<file path="src/rtl/serial_adder_pkg.sv">
`default_nettype none
// ============================================================================
//  Module   : serial_adder_pkg
//  Purpose  : Shared constants for the bit-serial adder/subtractor: default
//             operand width and the FSM state encoding.
//  Revision : 1.0  initial release
// ============================================================================
package serial_adder_pkg;

    localparam int DEFAULT_WIDTH = 8;

    localparam logic [1:0] IDLE = 2'd0;
    localparam logic [1:0] RUN  = 2'd1;
    localparam logic [1:0] DONE = 2'd2;

endpackage : serial_adder_pkg
`default_nettype wire

</file>
<file path="src/rtl/serial_adder_full_adder.sv">
`default_nettype none
// ============================================================================
//  Module   : full_adder
//  Purpose  : One-bit combinational full adder built from two half-adder
//             stages whose carries are merged by an OR.
//  Revision : 1.0  initial release
// ============================================================================
module full_adder (
    input  logic A,
    input  logic B,
    input  logic CarryIn,
    output logic Sum,
    output logic CarryOut
);

    logic w_ha0_sum;
    logic w_ha0_carry;
    logic w_ha1_carry;

    // First half adder: operand bits
    assign w_ha0_sum   = A ^ B;
    assign w_ha0_carry = A & B;

    // Second half adder: partial sum with incoming carry
    assign Sum         = w_ha0_sum ^ CarryIn;
    assign w_ha1_carry = w_ha0_sum & CarryIn;

    // Either half adder may generate the carry, never both
    assign CarryOut    = w_ha0_carry | w_ha1_carry;

endmodule : full_adder
`default_nettype wire

</file>
<file path="src/rtl/serial_adder.sv">
`default_nettype none
// ============================================================================
//  Module   : serial_adder
//  Purpose  : Bit-serial WIDTH-bit adder/subtractor. One bit is resolved per
//             clock, LSB first; subtraction is A + ~B + 1.
//  Revision : 1.0  initial release
// ============================================================================
module serial_adder
    import serial_adder_pkg::*;
#(
    parameter int WIDTH = DEFAULT_WIDTH
) (
    input  logic             Clk,
    input  logic             Reset_n,
    input  logic             Start,
    input  logic [WIDTH-1:0] A,
    input  logic [WIDTH-1:0] B,
    input  logic             Sub,
    input  logic             CarryIn,
    output logic             Busy,
    output logic             Done,
    output logic [WIDTH-1:0] Sum,
    output logic             CarryOut,
    output logic             Overflow
);

    localparam int             CNT_W    = $clog2(WIDTH);
    localparam logic [CNT_W-1:0] CNT_LAST = CNT_W'(WIDTH - 1);

    logic [1:0]       state_q, state_d;
    logic [WIDTH-1:0] a_q, a_d;
    logic [WIDTH-1:0] b_q, b_d;
    logic [WIDTH-1:0] sum_q, sum_d;
    logic [CNT_W-1:0] cnt_q, cnt_d;
    logic             carry_q, carry_d;
    logic             cout_q, cout_d;
    logic             ovf_q, ovf_d;

    logic             w_accept;
    logic             w_last;
    logic             w_fa_sum;
    logic             w_fa_cout;

    // New work is taken whenever the engine is not mid-operation
    assign w_accept = Start && (state_q != RUN);
    assign w_last   = (cnt_q == CNT_LAST);

    full_adder u_full_adder (
        .A        (a_q[0]),
        .B        (b_q[0]),
        .CarryIn  (carry_q),
        .Sum      (w_fa_sum),
        .CarryOut (w_fa_cout)
    );

    // FSM state register
    always_ff @(posedge Clk or negedge Reset_n) begin
        if (!Reset_n) begin
            state_q <= IDLE;
        end else begin
            state_q <= state_d;
        end
    end

    // FSM next-state logic; DONE can chain straight into RUN
    always_comb begin
        state_d = state_q;
        case (state_q)
            IDLE:    state_d = Start ? RUN : IDLE;
            RUN:     state_d = w_last ? DONE : RUN;
            DONE:    state_d = Start ? RUN : IDLE;
            default: state_d = IDLE;
        endcase
    end

    // FSM outputs are pure decodes of the current state
    always_comb begin
        Busy = (state_q == RUN);
        Done = (state_q == DONE);
    end

    // Datapath next-state: load on accept, otherwise one bit step per RUN cycle
    always_comb begin
        a_d     = a_q;
        b_d     = b_q;
        sum_d   = sum_q;
        cnt_d   = cnt_q;
        carry_d = carry_q;
        cout_d  = cout_q;
        ovf_d   = ovf_q;
        if (w_accept) begin
            a_d     = A;
            b_d     = Sub ? ~B : B;
            carry_d = Sub | CarryIn;
            cnt_d   = '0;
        end else if (state_q == RUN) begin
            sum_d   = {w_fa_sum, sum_q[WIDTH-1:1]};
            carry_d = w_fa_cout;
            a_d     = a_q >> 1;
            b_d     = b_q >> 1;
            cnt_d   = cnt_q + 1'b1;
            if (w_last) begin
                // On the final step carry_q is the carry into the MSB
                cout_d = w_fa_cout;
                ovf_d  = w_fa_cout ^ carry_q;
            end
        end
    end

    // Datapath registers
    always_ff @(posedge Clk or negedge Reset_n) begin
        if (!Reset_n) begin
            a_q     <= '0;
            b_q     <= '0;
            sum_q   <= '0;
            cnt_q   <= '0;
            carry_q <= 1'b0;
            cout_q  <= 1'b0;
            ovf_q   <= 1'b0;
        end else begin
            a_q     <= a_d;
            b_q     <= b_d;
            sum_q   <= sum_d;
            cnt_q   <= cnt_d;
            carry_q <= carry_d;
            cout_q  <= cout_d;
            ovf_q   <= ovf_d;
        end
    end

    assign Sum      = sum_q;
    assign CarryOut = cout_q;
    assign Overflow = ovf_q;

endmodule : serial_adder
`default_nettype wire

</file>
<file path="config.mk">
export PLATFORM = sky130hd
export DESIGN_NAME = serial_adder
export DESIGN_NICKNAME = d
export VERILOG_FILES = /design/src/rtl/serial_adder_pkg.sv /design/src/rtl/serial_adder_full_adder.sv /design/src/rtl/serial_adder.sv
export SDC_FILE = /design/constraint.sdc
export NUM_CORES = 1
export LEC_CHECK = 0
export CORE_MARGIN = 2
export CORE_UTILIZATION = 44
export CTS_CLUSTER_DIAMETER = 200
export DETAILED_ROUTE_END_ITERATION = 10
export HOLD_SLACK_MARGIN = 0.12
export MAX_ROUTING_LAYER = met4
export PLACE_DENSITY = 0.74
export RECOVER_POWER = 100
export SLEW_MARGIN = 10
export SYNTH_ARGS = -nofsm -noshare
export SYNTH_HDL_FRONTEND = slang
export SYNTH_HIERARCHICAL = 1
export SYNTH_SLANG_ARGS = --single-unit
</file>
<file path="constraint.sdc">
create_clock -name Clk -period 1.3 [get_ports Clk]
set_input_delay 0.26 -clock Clk [delete_from_list [all_inputs] [get_ports Clk]]
set_output_delay 0.26 -clock Clk [all_outputs]
set_load 0.02 [all_outputs]
</file>
==> results.md <==
* Status: finished, final reports clean
* Period utilisation layout at 98.5%
* Hold Vio Cnt, Final at 0
* Tot GR Track Use at 16.7%
* Sinks on Clock Net at 32
* Worst hold path type: flip-flop to flip-flop
* Initial antenna violation count at 0
* Sequential element share of the synthesized area at 54.1%
* Fmax at 781 MHz
* CTS tree: done
* P&R area growth vs syn at 29.0%
* YS warnings at 6
* Synth top cells by count: nand2_1, dfrtp_1, o21ai_0, mux2i_1, xor2_1
* Initial Utilization at 45.1%
* Utilization after layout at 58.2%
* Mux contribution to synthesized area at 11.8%
* DRC viols at 0
* Critical path arrival at 1500 ps
* Via count at 1,146
* Worst Slack Setup Final at 19.1 ps
* DRT antenna net count at 0
* GP Congestion at 0.776
* Synth Area in Simple Gates at 13.7%
* IO Pins at 33
* CP max stage delay at 390 ps
* Grt ovf at 0
* Reg area at 801 um2
* Hold-fix buffers at CTS at 0
* Multi-input gate area at 633 um2
* Clk_skew at 6.28 ps
* Worst-path fanout max at 3
* Synth Register Bits at 32
* Post-synth ARST share at 100%
* Most numerous cell in the Yosys netlist: nand2_1
* Synthesized net count at 167
* Gate Count Post-Synth at 143
* Site Rows at 21
* Routed WL at 2700 um
* Slew @ Worst Pin at 782 ps
* PwrDens at 2010 nW/um2
* CP Class: flip-flop to flip-flop
* TNS Setup at 0 ps
* WP data required at 1520 ps
* Num CTS Buffers at 5
* Clk buf depth at 2
* Crit end category: flip-flop
* Number of diodes at 0
* VDD IR-drop max at 682 uV
* Largest family of logic cells by synthesized area: simple AND/OR/NAND/NOR gates
* Core ar. at 3280 um2
* Worst path slowest cell: dfrtp_1
* Vias per cell at 4.92
* Setup WS pre-CTS at -156 ps
* Headroom to the max-slew limit at 47.9%
* Syn Std Cell Area at 1480 um2
* Cell taking the most area after synthesis: dfrtp_1
* Pin count of the biggest net entering global routing at 44
* Die Span X at 62.0 um
* First-pass GRT wire length at 4480 um
* # H-tree levels at 2
* Number of global-route vias before repair at 1,079
* Die Y at 62.0 um
* Router iterations before antenna repair at 3
* Final Max Tran Viols at 0
* Post-Synth Adder-Cell Area at 3.04%
* Synth cell types at 23
* Clk_lat worst skew at 320 ps
* Crit-path cells: ha_2 > ha_4 > and2_4 > mux2_4
* Buffer and inverter count on the worst path at 0
* Die area at 3850 um2
* Syn Area/Cell at 10.4 um2
* Family with the most delay on the worst path: flip-flops
* IO buf count at 32
* Yosys top cell area share at 54.1%
* CTS Root Cell: clkbuf_4
* Largest cells by area after synthesis: dfrtp_1, nand2_1, mux2i_1
* DRT iter0 DRCs at 38
* Power Total at 3.85 mW
* # nets final at 211
* Max-cap violations at 0
* Minimum clock period at 1280 ps
* RSZ-0062 raised after global routing: yes
* Layout filler cell count at 302
* Clock-pin slew on the worst setup and hold paths at 90 ps
* Startpoint types: flip-flop
* Xor/xnor share of the synthesized area at 5.32%
* Final setup violating endpoints at 0
* Top_reg_cell synth: dfrtp_1
* Synth Area in Compound Gates at 7.85%
* Layout cells sized above 1 at 17.1%
* Routed len/inst at 11.6 um
* Post-synth EDFFs at 0
* DP HPWL at 1950 um
* Leakage at 0.926 nW
-- flip-flops by register name, summed over array words and instances, names as in the netlist --
register and cells:
carry_q 1, Sum 8, b_q 8, a_q 8, state_q 2, cnt_q 3, CarryOut 1, Overflow 1
-- where the power goes --
part	switching, mW	leakage [nW]	internal, mW
Combinational	0.937	0.492	0.707
Sequential	0.274	0.406	1.42
Clock	0.310	0.0281	0.199
Total	1.52	0.926	2.33
-- layer usage --
layer  GRT usage, %  share of wire, %  vias to the layer above
li1               -                 -                      559
met1           19.0                45                      551
met2           26.8                46                       30
met3           5.80               6.7                        6
met4           6.99               1.6                        0
met5              -                 0                        -
-- kinds of logic (layout without fill, tap and decap cells) --
group           after synthesis  after routing
simple gates                 49             49
flops                        32             32
compound gates               23             23
mux                          17             17
buf+inv                      10             54
xor+xnor                      9              9
fa+ha+maj                     3              3
-- repair_timing --
action,CTS,global route
gates resized for setup,35,11
pin swaps,0,1
setup endpoints to repair,22,16
setup buffers,1,1
-- final cells by class --
| type | instances | share of cell area (%) |
|---|---|---|
| sequential | 32 | 41.9 |
| inverter | 2 | 0.393 |
| tap | 46 | 3.01 |
| clock inverter | 1 | 0.262 |
| clock buffer | 6 | 2.16 |
| multi-input combinational | 101 | 33.1 |
| timing repair buffer | 45 | 19.1 |
-- cell usage in the layout (no fill, tap or decap), types with 2 or more instances in the layout --
cell type / netlist / layout
xnor2_1: 2 / 2
clkdlybuf4s50_1: 0 / 19
mux2i_1: 16 / 16
xor2_1: 7 / 7
clkbuf_4: 0 / 5
buf_4: 1 / 11
a21oi_1: 3 / 3
clkbuf_2: 1 / 6
nand2_1: 44 / 44
dfrtp_1: 32 / 32
buf_6: 2 / 2
clkbuf_1: 0 / 6
o21ai_0: 17 / 18
-- final timing paths --
check / from / to / slack, ps / cells past startpoint
max in group asynchronous: Reset_n / a_q[0] / 240 / 2
worst min register to register: a_q[7] / a_q[6] / 490 / 2
worst max-delay path: cnt_q[1] / CarryOut / 20 / 4
worst min-delay path: a_q[7] / a_q[6] / 490 / 2
worst max register to register: cnt_q[1] / CarryOut / 20 / 4
min in group asynchronous: Reset_n / Sum[1] / 560 / 2
-- metrics by stage --
step           instance area (um2)  hold WS (ps)  std cells
5_1_grt                       1910           524        233
6_report                      1910           491        233
2_1_floorplan                 1480         -35.6        143
3_5_place_dp                  1900           472        224
3_3_place_gp                  1900           460        224
4_1_cts                       1960           303        232
-- worst min-delay path, cell delays in order (launching register included) --
cell     delay (ps)
dfrtp_1         360
nand2_1          40
o21ai_0          60
(Power assumes the default switching activity.)
